<file path="src/rtl/arb_rr_n_if.sv">
// Handshake bundle between requesting agents and the N-way arbiter.
// The master side drives request levels; the slave side (the arbiter)
// returns a registered one-hot grant, its encoded index and a valid flag.
interface arb_rr_n_if #(
    parameter int N = 4
) ();

    localparam int IDW = $clog2(N);

    logic [N-1:0]   request;
    logic [N-1:0]   grant;
    logic [IDW-1:0] grant_id;
    logic           grant_valid;

    modport master (
        output request,
        input  grant,
        input  grant_id,
        input  grant_valid
    );

    modport slave (
        input  request,
        output grant,
        output grant_id,
        output grant_valid
    );

endinterface

</file>
<file path="src/rtl/arb_rr_n.sv">
// arb_rr_n -- N-requester arbiter with grant parking and optional hold limit.
//
// The grant stays with its owner while the owner keeps requesting. With a
// non-zero MAX_HOLD the owner is forced to hand off after MAX_HOLD
// consecutive grant cycles, but only when some other requester is waiting.
// Hand-off between owners happens without an idle cycle. All outputs are
// flop outputs; nothing combinational reaches the ports from request.
//
// Build option (macro ARB_RR_EN):
//   defined   : round-robin, search starts one past the last owner.
//   undefined : fixed priority, index 0 highest; no last-owner register.
module arb_rr_n #(
    parameter int N        = 4,
    parameter int MAX_HOLD = 0,
    parameter int IDW      = $clog2(N)
) (
    input  logic      clk,
    input  logic      rst,
    arb_rr_n_if.slave bus
);

    // Hold counter keeps one bit even when the limit is disabled so the
    // datapath stays uniform; it is then held at zero.
    localparam int               HCW      = (MAX_HOLD > 0) ? $clog2(MAX_HOLD + 1) : 1;
    localparam logic [HCW-1:0]   HOLD_MAX = HCW'(MAX_HOLD);
    localparam logic [IDW-1:0]   LAST_IDX = IDW'(N - 1);
    localparam logic [N-1:0]     ONE_HOT0 = {{(N-1){1'b0}}, 1'b1};

    typedef enum logic [0:0] {
        ST_IDLE  = 1'b0,
        ST_GRANT = 1'b1
    } state_e;

    // Picks the first set bit of mask, scanning upward from start and
    // wrapping at N. The mask is rotated so the scan always runs from bit 0,
    // which keeps every index inside 0..N-1.
    function automatic logic [IDW-1:0] pick_winner(
        input logic [N-1:0]   mask,
        input logic [IDW-1:0] start
    );
        logic [N-1:0] rot;
        logic         found;
        int           off;
        int           sum;
        rot   = N'({mask, mask} >> start);
        found = 1'b0;
        off   = 0;
        for (int k = 0; k < N; k++) begin
            if (!found && rot[k[IDW-1:0]]) begin
                found = 1'b1;
                off   = k;
            end
        end
        sum = int'(start) + off;
        if (sum >= N) begin
            sum = sum - N;
        end
        return sum[IDW-1:0];
    endfunction

    // ------------------------------------------------------------------
    // State and output registers
    // ------------------------------------------------------------------
    state_e         state_q;
    state_e         state_d;
    logic [N-1:0]   grant_q;
    logic [N-1:0]   grant_d;
    logic [IDW-1:0] grant_id_q;
    logic [IDW-1:0] grant_id_d;
    logic           grant_valid_q;
    logic           grant_valid_d;
    logic [HCW-1:0] hold_cnt_q;
    logic [HCW-1:0] hold_cnt_d;
`ifdef ARB_RR_EN
    logic [IDW-1:0] last_owner_q;
    logic [IDW-1:0] last_owner_d;
`endif

    // ------------------------------------------------------------------
    // Combinational helpers
    // ------------------------------------------------------------------
    logic [N-1:0]   request_s;
    logic [N-1:0]   others_s;
    logic [N-1:0]   win_mask_s;
    logic [N-1:0]   win_onehot_s;
    logic           owner_req_s;
    logic           limit_hit_s;
    logic           new_grant_s;
    logic [HCW-1:0] hold_inc_s;
    logic [IDW-1:0] start_s;
    logic [IDW-1:0] winner_s;

    assign request_s = bus.request;

    // Owner status without indexing request by grant_id: the one-hot grant
    // masks request directly, so the current owner is always in range.
    always_comb begin
        owner_req_s = |(grant_q & request_s);
        others_s    = request_s & ~grant_q;
    end

    // Hold counter increment with saturation; the limit is hit when the
    // owner would complete its MAX_HOLD-th consecutive cycle at this edge.
    always_comb begin
        if (MAX_HOLD == 0) begin
            hold_inc_s  = '0;
            limit_hit_s = 1'b0;
        end else if (hold_cnt_q == HOLD_MAX) begin
            hold_inc_s  = hold_cnt_q;
            limit_hit_s = 1'b1;
        end else begin
            hold_inc_s  = hold_cnt_q + 1'b1;
            limit_hit_s = (hold_inc_s == HOLD_MAX);
        end
    end

    // Search start: one past the last owner for round-robin, else index 0.
    always_comb begin
`ifdef ARB_RR_EN
        if (last_owner_q == LAST_IDX) begin
            start_s = '0;
        end else begin
            start_s = last_owner_q + 1'b1;
        end
`else
        start_s = '0;
`endif
    end

    // Next-state, next-grant and counter logic for the IDLE/GRANT machine.
    always_comb begin
        state_d       = state_q;
        grant_d       = grant_q;
        grant_id_d    = grant_id_q;
        grant_valid_d = grant_valid_q;
        hold_cnt_d    = hold_cnt_q;
`ifdef ARB_RR_EN
        last_owner_d  = last_owner_q;
`endif
        new_grant_s   = 1'b0;
        win_mask_s    = '0;

        case (state_q)
            ST_IDLE: begin
                if (|request_s) begin
                    new_grant_s = 1'b1;
                    win_mask_s  = request_s;
                end else begin
                    grant_d       = '0;
                    grant_id_d    = '0;
                    grant_valid_d = 1'b0;
                    hold_cnt_d    = '0;
                end
            end
            ST_GRANT: begin
                if (!owner_req_s) begin
                    // Owner released (also covers release at hold expiry).
                    if (|others_s) begin
                        new_grant_s = 1'b1;
                        win_mask_s  = others_s;
                    end else begin
                        state_d       = ST_IDLE;
                        grant_d       = '0;
                        grant_id_d    = '0;
                        grant_valid_d = 1'b0;
                        hold_cnt_d    = '0;
                    end
                end else if (limit_hit_s && (|others_s)) begin
                    // Forced hand-off; the owner is excluded from the search.
                    new_grant_s = 1'b1;
                    win_mask_s  = others_s;
                end else begin
                    // Parked: owner keeps the grant, counter saturates.
                    hold_cnt_d = hold_inc_s;
                end
            end
            default: begin
                state_d       = ST_IDLE;
                grant_d       = '0;
                grant_id_d    = '0;
                grant_valid_d = 1'b0;
                hold_cnt_d    = '0;
            end
        endcase

        winner_s     = pick_winner(win_mask_s, start_s);
        win_onehot_s = ONE_HOT0 << winner_s;

        if (new_grant_s) begin
            state_d       = ST_GRANT;
            grant_d       = win_onehot_s;
            grant_id_d    = winner_s;
            grant_valid_d = 1'b1;
            hold_cnt_d    = '0;
`ifdef ARB_RR_EN
            last_owner_d  = winner_s;
`endif
        end else begin
            state_d = state_d;
        end
    end

    // Register all state and outputs; synchronous reset wins over request.
    always_ff @(posedge clk) begin
        if (rst) begin
            state_q       <= ST_IDLE;
            grant_q       <= '0;
            grant_id_q    <= '0;
            grant_valid_q <= 1'b0;
            hold_cnt_q    <= '0;
`ifdef ARB_RR_EN
            last_owner_q  <= LAST_IDX;
`endif
        end else begin
            state_q       <= state_d;
            grant_q       <= grant_d;
            grant_id_q    <= grant_id_d;
            grant_valid_q <= grant_valid_d;
            hold_cnt_q    <= hold_cnt_d;
`ifdef ARB_RR_EN
            last_owner_q  <= last_owner_d;
`endif
        end
    end

    assign bus.grant       = grant_q;
    assign bus.grant_id    = grant_id_q;
    assign bus.grant_valid = grant_valid_q;

endmodule

</file>
<file path="src/flat_wrapper.sv">
// flat-port wrapper written by rule: the top's interface ports become plain ports
module arb_rr_n_flat 
#(
    parameter int N        = 4,
    parameter int MAX_HOLD = 0,
    parameter int IDW      = $clog2(N)
)
  (clk, rst, bus_request, bus_grant, bus_grant_id, bus_grant_valid);
  arb_rr_n_if #(.N(N)) bus_i ();
  input  logic clk;
  input  logic rst;
  input wire logic [$bits(bus_i.request)-1:0] bus_request;
  output wire logic [$bits(bus_i.grant)-1:0] bus_grant;
  output wire logic [$bits(bus_i.grant_id)-1:0] bus_grant_id;
  output wire logic [$bits(bus_i.grant_valid)-1:0] bus_grant_valid;
  assign bus_i.request = bus_request;
  assign bus_grant = bus_i.grant;
  assign bus_grant_id = bus_i.grant_id;
  assign bus_grant_valid = bus_i.grant_valid;
  arb_rr_n #(.N(N), .MAX_HOLD(MAX_HOLD), .IDW(IDW)) u_core (.clk(clk), .rst(rst), .bus(bus_i));
endmodule
</file>
<file path="config.mk">
export PLATFORM = sky130hd
export DESIGN_NAME = arb_rr_n_flat
export DESIGN_NICKNAME = d
export VERILOG_FILES = /design/src/rtl/arb_rr_n_if.sv /design/src/rtl/arb_rr_n.sv /design/src/flat_wrapper.sv
export SDC_FILE = /design/constraint.sdc
export NUM_CORES = 1
export LEC_CHECK = 0
export CAP_MARGIN = 25
export CORE_AREA = 2 2 39 41
export CTS_BUF_LIST = sky130_fd_sc_hd__clkbuf_8
export DETAILED_ROUTE_END_ITERATION = 8
export DIE_AREA = 0 0 41 43
export GPL_ROUTABILITY_DRIVEN = 0
export PLACE_DENSITY = 0.68
export SYNTH_ARGS = -nofsm -noshare
export SYNTH_HDL_FRONTEND = slang
export SYNTH_SLANG_ARGS = --single-unit
</file>
<file path="constraint.sdc">
create_clock -name clk -period 1.3 [get_ports clk]
set_input_delay 0.325 -clock clk [delete_from_list [all_inputs] [get_ports clk]]
set_output_delay 0.325 -clock clk [all_outputs]
set_load 0.01 [all_outputs]
</file>
After elaboration in Yosys (flattened, before gate mapping)
Index checks and enable logic that the tools add are counted.
{ "totals": {"output_inout_bits": 7, "memories": 0, "mem_bits_ro": 0, "latchBits": 0, "ram_bits": 0, "inputBits": 6, "reg_bits": 8} }
{ "op_classes": {"shift": 1, "div": 0, "n_bitwise": 4, "reduce_logical": 10, "n_eq_ne": 3, "n_lt_le_gt_ge": 1, "n_mul": 0, "n_addsub": 1, "n_mux": 33} }
{ "ops": {"columns": ["operator", "count"], "rows": [
  ["2-to-1 mux 4 bit", 7],
  ["case mux 4 bit (2 select lines)", 2],
  ["2-to-1 mux 1 bit", 14],
  ["2-to-1 mux 2 bit", 7],
  ["OR reduction 4 bit", 3],
  ["AND 4 bit", 2],
  ["inequality test 3 bit, second input constant", 2],
  ["NOT 4 bit", 1],
  ["case mux 1 bit (2 select lines)", 2],
  ["case mux 2 bit (2 select lines)", 1],
  ["<< shifter 1 x 2 -> 4 bit, first input constant", 1],
  ["greater-or-equal comparator 2 x 3 -> 1 bit, second input constant", 1],
  ["logical AND 1 bit", 3],
  ["logical NOT 1 bit", 3],
  ["inequality test 3 x 2 -> 1 bit, second input constant", 1],
  ["AND reduction 3 bit", 1],
  ["subtractor 2 x 1 -> 2 bit, second input constant", 1],
  ["NOT 1 bit", 1]
]} }

Longest topological paths before layout
{ "depth": {"depth_word": 20, "depth_mapped": 3} }

Least setup slack after synthesis
Ideal clock, no wire load.
{ "synth_path": {"kind": "flip-flop to flip-flop", "startpoint": "register u_core.grant_q[2] (netlist: u_core.bus.grant[2])", "endpoint": "register u_core.grant_id_q[0] (netlist: u_core.bus.grant_id[0])", "path_buffers": 0, "setup_ns": 0.130, "path_stages_with_launch": 4, "setup_slack_ns": -0.126, "arrival_ns": 1.296, "required_time_ns": 1.170, "path_cell_list": "dfxtp_1 > a222oi_1 > a21o_2 > a31oi_1"} }
{ "synth_between": {"elab_chain_len": 19, "elab_cells_between_ends": 31, "classes_between": "1 x add/sub; 1 x order compare; 3 x eq/ne; 14 x mux; 3 x bitwise; 9 x reduce/logical"} }
{ "synth_lines": {"columns": ["item", "line_no", "rtl"], "rows": [
  ["start: declaration", "arb_rr_n.sv:66", "logic [N-1:0] grant_q;"],
  ["start signal: assignment", "arb_rr_n.sv:216", "grant_q <= grant_d;"],
  ["NOT 4 bit", "arb_rr_n.sv:99", "others_s = request_s & ~grant_q;"],
  ["AND 4 bit", "arb_rr_n.sv:99", null],
  ["OR reduction 4 bit", "arb_rr_n.sv:158", "if (|others_s) begin"],
  ["2-to-1 mux 4 bit", "arb_rr_n.sv:158", null],
  ["2-to-1 mux 4 bit", "arb_rr_n.sv:156", "if (!owner_req_s) begin"],
  ["case mux 4 bit (2 select lines)", "arb_rr_n.sv:143", "case (state_q)"],
  ["2-to-1 mux 1 bit", "arb_rr_n.sv:49", "if (!found && rot[k[IDW-1:0]]) begin"],
  ["logical NOT 1 bit", "arb_rr_n.sv:49", null],
  ["(+3 left out)", null, null],
  ["logical AND 1 bit", "arb_rr_n.sv:49", null],
  ["2-to-1 mux 1 bit", "arb_rr_n.sv:49", null],
  ["logical NOT 1 bit", "arb_rr_n.sv:49", null],
  ["logical AND 1 bit", "arb_rr_n.sv:49", null],
  ["2-to-1 mux 2 bit", "arb_rr_n.sv:49", null],
  ["greater-or-equal comparator 2 x 3 -> 1 bit / subtractor 2 x 1 -> 2 bit (equally long branches)", "arb_rr_n.sv:55, arb_rr_n.sv:56", null],
  ["2-to-1 mux 2 bit", "arb_rr_n.sv:55", "if (sum >= N) begin"],
  ["2-to-1 mux 2 bit", "arb_rr_n.sv:189", "if (new_grant_s) begin"],
  ["end signal: assignment", "arb_rr_n.sv:217", "grant_id_q <= grant_id_d;"],
  ["end: declaration", "arb_rr_n.sv:68", "logic [IDW-1:0] grant_id_q;"]
]} }
Parallel ways exist; a longest one is shown, timed or not.
A chain may end at the register's enable or synchronous reset.

Final worst setup path
{ "layout_path": {"startpoint": "register u_core.grant_q[3] (netlist: u_core.bus.grant[3])", "endpoint": "register u_core.grant_q[1] (netlist: u_core.bus.grant[1])"} }
{ "layout_between": {"elab_chain_len": 20, "elab_cells_between_ends": 32, "classes_between": "1 x add/sub; 1 x order compare; 3 x eq/ne; 1 x shift; 14 x mux; 3 x bitwise; 9 x reduce/logical"} }
{ "layout_lines": {"columns": ["item", "line_no", "rtl"], "rows": [
  ["NOT 4 bit", "arb_rr_n.sv:99", null],
  ["AND 4 bit", "arb_rr_n.sv:99", null],
  ["OR reduction 4 bit", "arb_rr_n.sv:158", null],
  ["2-to-1 mux 4 bit", "arb_rr_n.sv:158", null],
  ["2-to-1 mux 4 bit", "arb_rr_n.sv:156", null],
  ["case mux 4 bit (2 select lines)", "arb_rr_n.sv:143", null],
  ["2-to-1 mux 1 bit", "arb_rr_n.sv:49", null],
  ["logical NOT 1 bit", "arb_rr_n.sv:49", null],
  ["(+4 left out)", null, null],
  ["2-to-1 mux 1 bit", "arb_rr_n.sv:49", null],
  ["logical NOT 1 bit", "arb_rr_n.sv:49", null],
  ["logical AND 1 bit", "arb_rr_n.sv:49", null],
  ["2-to-1 mux 2 bit", "arb_rr_n.sv:49", null],
  ["greater-or-equal comparator 2 x 3 -> 1 bit / subtractor 2 x 1 -> 2 bit (equally long branches)", "arb_rr_n.sv:55, arb_rr_n.sv:56", null],
  ["2-to-1 mux 2 bit", "arb_rr_n.sv:55", null],
  ["<< shifter 1 x 2 -> 4 bit", "arb_rr_n.sv:187", "win_onehot_s = ONE_HOT0 << winner_s;"],
  ["2-to-1 mux 4 bit", "arb_rr_n.sv:189", null]
]} }
Parallel ways exist; a longest one is shown, timed or not.

==> summary.log <==
INFO  status         run_status=finished clean
INFO  critical_path  worst_path_largest_cell_delay=310ps
INFO  sta            fin_worst_hold_slack=463.7ps
INFO  critical_path  critical_path_slowest_stage_cell=sky130_fd_sc_hd__dfxtp_1
INFO  synthesis      ys_async_sr_fraction=0%
INFO  detailed_routing avgViaCountPerCell=5.400
INFO  power          ir_worst_vdd=0.0004611V
INFO  power          internal_power=0.5077mW
INFO  synthesis      ys_ff_latch=8
INFO  finish         n_antenna_cell=0
INFO  die            core=0.001384mm²
INFO  hold_path      whs_path_depth=1
INFO  synthesis      post-synth-top-count-cell=sky130_fd_sc_hd__dfxtp_1
INFO  sta            fin_crit_sh=97.13%
INFO  sta            clock.fmax=792.0MHz
INFO  finish         fraction_of_layout_cells_with_a_size_suffix_above_1=31.25%
INFO  critical_path  r2r.worst_path.cells=5
INFO  hold_path      min_delay_worst_endpoint=u_core.bus.grant_valid$_SDFFE_PP0P_
INFO  finish         fillerInstances=147
INFO  detailed_routing drt-pass1-iter-count=4
INFO  hold_path      hold_path_class=reg2reg
INFO  clock_tree     tritoncts=yes
INFO  synthesis      yosysSeqAreaShare=43.39%
INFO  synthesis      cells_after_synthesis=42
INFO  sta            grt_setup_unrepaired=false
INFO  sta            slew_viol_final=0
INFO  critical_path  worst_r2r_startpoint=u_core.bus.grant[3]$_SDFFE_PP0P_
INFO  finish         syn2layout_area_growth=64.41%
INFO  synthesis      synth_area_per_cell=8.788µm²
INFO  finish         finish.net_count=72
INFO  synthesis      synth_area=369.1µm²
INFO  placed_design  buffer_ports.inserted=12
INFO  global_routing global_route.overflow_total=0
INFO  power          switching_share=22.98%
INFO  finish         seq_area=162.7µm²
INFO  die            floorplan.initialDensity=26.67%
INFO  placed_design  numPlacedInstances=77
INFO  clock_tree     htree_num_levels=1
INFO  finish         multi_input_logic_area=216.5µm²
INFO  clock_tree     clock_latency_reported_for_the_late_side_of_the_worst_skew_pair=230ps
INFO  synthesis      post_synth_main_area_contributors=sky130_fd_sc_hd__dfxtp_1, sky130_fd_sc_hd__a21o_2, sky130_fd_sc_hd__a21oi_1, sky130_fd_sc_hd__nand2_1, sky130_fd_sc_hd__a222oi_1
INFO  power          power.net_switching=0.1515mW
INFO  power          power_density=1086mW/mm²
INFO  power          total_power=0.6593mW
INFO  sta            setup_tns=0ps
INFO  die            die_h=43µm
INFO  critical_path  cp.required=1400ps
INFO  synthesis      synth-warning-count=0
INFO  synthesis      yosys_most_used_dff=sky130_fd_sc_hd__dfxtp_1
INFO  critical_path  critical_path_peak_fanout=8
INFO  synthesis      synth_common_cells=sky130_fd_sc_hd__dfxtp_1, sky130_fd_sc_hd__a21oi_1, sky130_fd_sc_hd__nand2_1, sky130_fd_sc_hd__a21o_2, sky130_fd_sc_hd__nor2_1
INFO  synthesis      synth.largest_area_cell=sky130_fd_sc_hd__dfxtp_1
INFO  synthesis      synth_enable_flop_cells=0
INFO  detailed_routing antenna_left=0
INFO  die            row_count=14
INFO  detailed_routing routed_wl=1030µm
INFO  global_routing grt_usage=15.38%
INFO  critical_path  crit_path_cell_trace=buf_4 > a222oi_1 > buf_4 > a21o_2 > a21oi_1
INFO  clock_tree     clock_tree.root_cell=sky130_fd_sc_hd__clkbuf_8
INFO  sta            slew-limit-headroom=79.36%
INFO  critical_path  worst_path_most_repeated_cell=sky130_fd_sc_hd__buf_4
INFO  global_routing grt_pass1_vias=400
INFO  detailed_routing detailroute.via_count=432
INFO  job            cap_violations=0
INFO  global_routing grt_pass1_wl=1745µm
INFO  synthesis      synth_top_area_share=43.39%
INFO  power          pwr-share-clk=44.6%
INFO  detailed_routing drc=0
INFO  sta            setup_violations=0
INFO  sta            timing.final.hold_violations=0
INFO  clock_tree     cts_hold_buffers=0
INFO  global_routing grt_antenna_before_repair=0
INFO  die            chipWidth=41µm
INFO  sta            worst-slew-pin-transition=309.6ps
INFO  hold_path      worstHoldStart=u_core.bus.grant_valid$_SDFFE_PP0P_
INFO  sta            finalCriticalPeriod=1263ps
INFO  placed_design  cell_area_after_placement=564.3µm²
INFO  power          cellLeakagePower=0.2573nW
INFO  critical_path  critPathLaunchType=register
INFO  critical_path  criticalPathCategory=reg2reg
INFO  sta            fin_worst_skew=1.142ps
INFO  critical_path  arrival=1360ps
INFO  detailed_routing drt-initial-drc-count=21
INFO  die            ios=13
INFO  clock_tree     numCtsBuffers=3
INFO  clock_tree     clkSlewWorstSetupHoldPaths=40ps
INFO  synthesis      synth_cell_type_count=19
INFO  power          pwr-share-seq=41.2%
INFO  synthesis      synth.net_count=48
INFO  finish         layout_cell_area_excl_fill=606.8µm²
INFO  global_routing grt_start_max_net_pins=9
INFO  detailed_routing wire_per_inst=12.88µm
INFO  critical_path  r2r_path_end=u_core.bus.grant[1]$_SDFFE_PP0P_
INFO  clock_tree     clock_sinks=8
INFO  power          power.combinational.fraction=14.2%
INFO  clock_tree     clock_tree.buffer_depth=2
INFO  finish         final_cells=80
INFO  die            die_area=0.001763mm²
INFO  critical_path  ff2ff_setup_slack=40ps
INFO  critical_path  critical_path.endpoint_type=register
==> flip-flops by register name (all words and copies together), names as in the netlist <==
register,flops
u_core.bus.grant,4
u_core.bus.grant_id,2
u_core.state_q,1
u_core.bus.grant_valid,1
==> worst max-delay path by stage <==
stage | from | to | slack (ps)
global route | u_core.bus.grant[3]$_SDFFE_PP0P_ | u_core.bus.grant[1]$_SDFFE_PP0P_ | 3
finish | u_core.bus.grant[3]$_SDFFE_PP0P_ | u_core.bus.grant[1]$_SDFFE_PP0P_ | 40
detailed placement | bus_request[1] | u_core.bus.grant_id[0]$_SDFFE_PP0P_ | -330
floorplan | u_core.bus.grant[1]$_SDFFE_PP0P_ | u_core.bus.grant_id[0]$_SDFFE_PP0P_ | -80
CTS | bus_request[0] | u_core.bus.grant[1]$_SDFFE_PP0P_ | 30
global placement | bus_request[1] | u_core.bus.grant_id[0]$_SDFFE_PP0P_ | -310
==> placed cells by master, fill, tap and decap left out, types with 2 or more instances in the layout <==
cell	instances
sky130_fd_sc_hd__dfxtp_2	2
sky130_fd_sc_hd__o21ai_1	2
sky130_fd_sc_hd__dfxtp_1	6
sky130_fd_sc_hd__buf_4	7
sky130_fd_sc_hd__clkbuf_8	3
sky130_fd_sc_hd__a21o_2	5
sky130_fd_sc_hd__a21oi_1	7
sky130_fd_sc_hd__nand2_1	5
sky130_fd_sc_hd__dlygate4sd2_1	10
==> worst max-delay path: cells and delay by family, from the launching register on <==
kind | cells | cell delay [ps]
flip-flops | 1 | 310
buffers and inverters | 2 | 370
AO/OA/AOI/OAI | 3 | 450
==> stage by stage <==
| step | utilization [%] | worst slack (ps) |
|---|---|---|
| global route | 43.85 | 2.614 |
| finish | 43.85 | 37.35 |
| global placement | 40.78 | -314.7 |
| detailed placement | 40.78 | -333.6 |
| floorplan | - | -82.08 |
| CTS | 42.86 | 30.33 |
==> per-layer routing <==
| layer | share of wire, % | routed length [µm] | vias to the layer above | global-route usage, % |
|---|---|---|---|---|
| li1 | - | - | 205 | - |
| met1 | 40 | 417 | 196 | 20.65 |
| met2 | 47 | 483 | 26 | 18.75 |
| met3 | 8.3 | 86 | 5 | 4.712 |
| met4 | 4.1 | 42 | 0 | 13.33 |
| met5 | 0 | 0 | - | 0 |
==> cell type report <==
type                       instances  area share (%)
clock buffer                       3           6.804
inverter                           1          0.6186
tap                               16           3.299
sequential                         8           26.80
multi-input combinational         33           35.67
timing repair buffer              19           26.80
==> cell families (layout without fill, tap and decap cells) <==
| family | after synthesis | in the layout | share of synthesized area [%] |
|---|---|---|---|
| buffers and inverters | 1 | 23 | 1.016 |
| and+or+nand+nor | 11 | 11 | 14.24 |
| AOI/OAI and AO/OA | 22 | 22 | 41.36 |
| DFF | 8 | 8 | 43.39 |
==> power groups by stage <==
| stage | registers, mW | clock network [mW] | logic (mW) |
|---|---|---|---|
| floorplan | 0.278 | 0 | 0.0291 |
| global placement | 0.274 | 0 | 0.0989 |
| detailed placement | 0.274 | 0 | 0.0992 |
| CTS | 0.270 | 0.299 | 0.0906 |
| global route | 0.273 | 0.317 | 0.103 |
| finish | 0.271 | 0.294 | 0.0937 |
==> repair_timing <==
item | in CTS | in global routing
gates cloned | 0 | 0
endpoints found under the setup margin | 14 | 6
gates resized for setup | 11 | 4
pin swaps | 0 | 1
setup buffers | 0 | 0
Power figures use the tool's default switching activity.
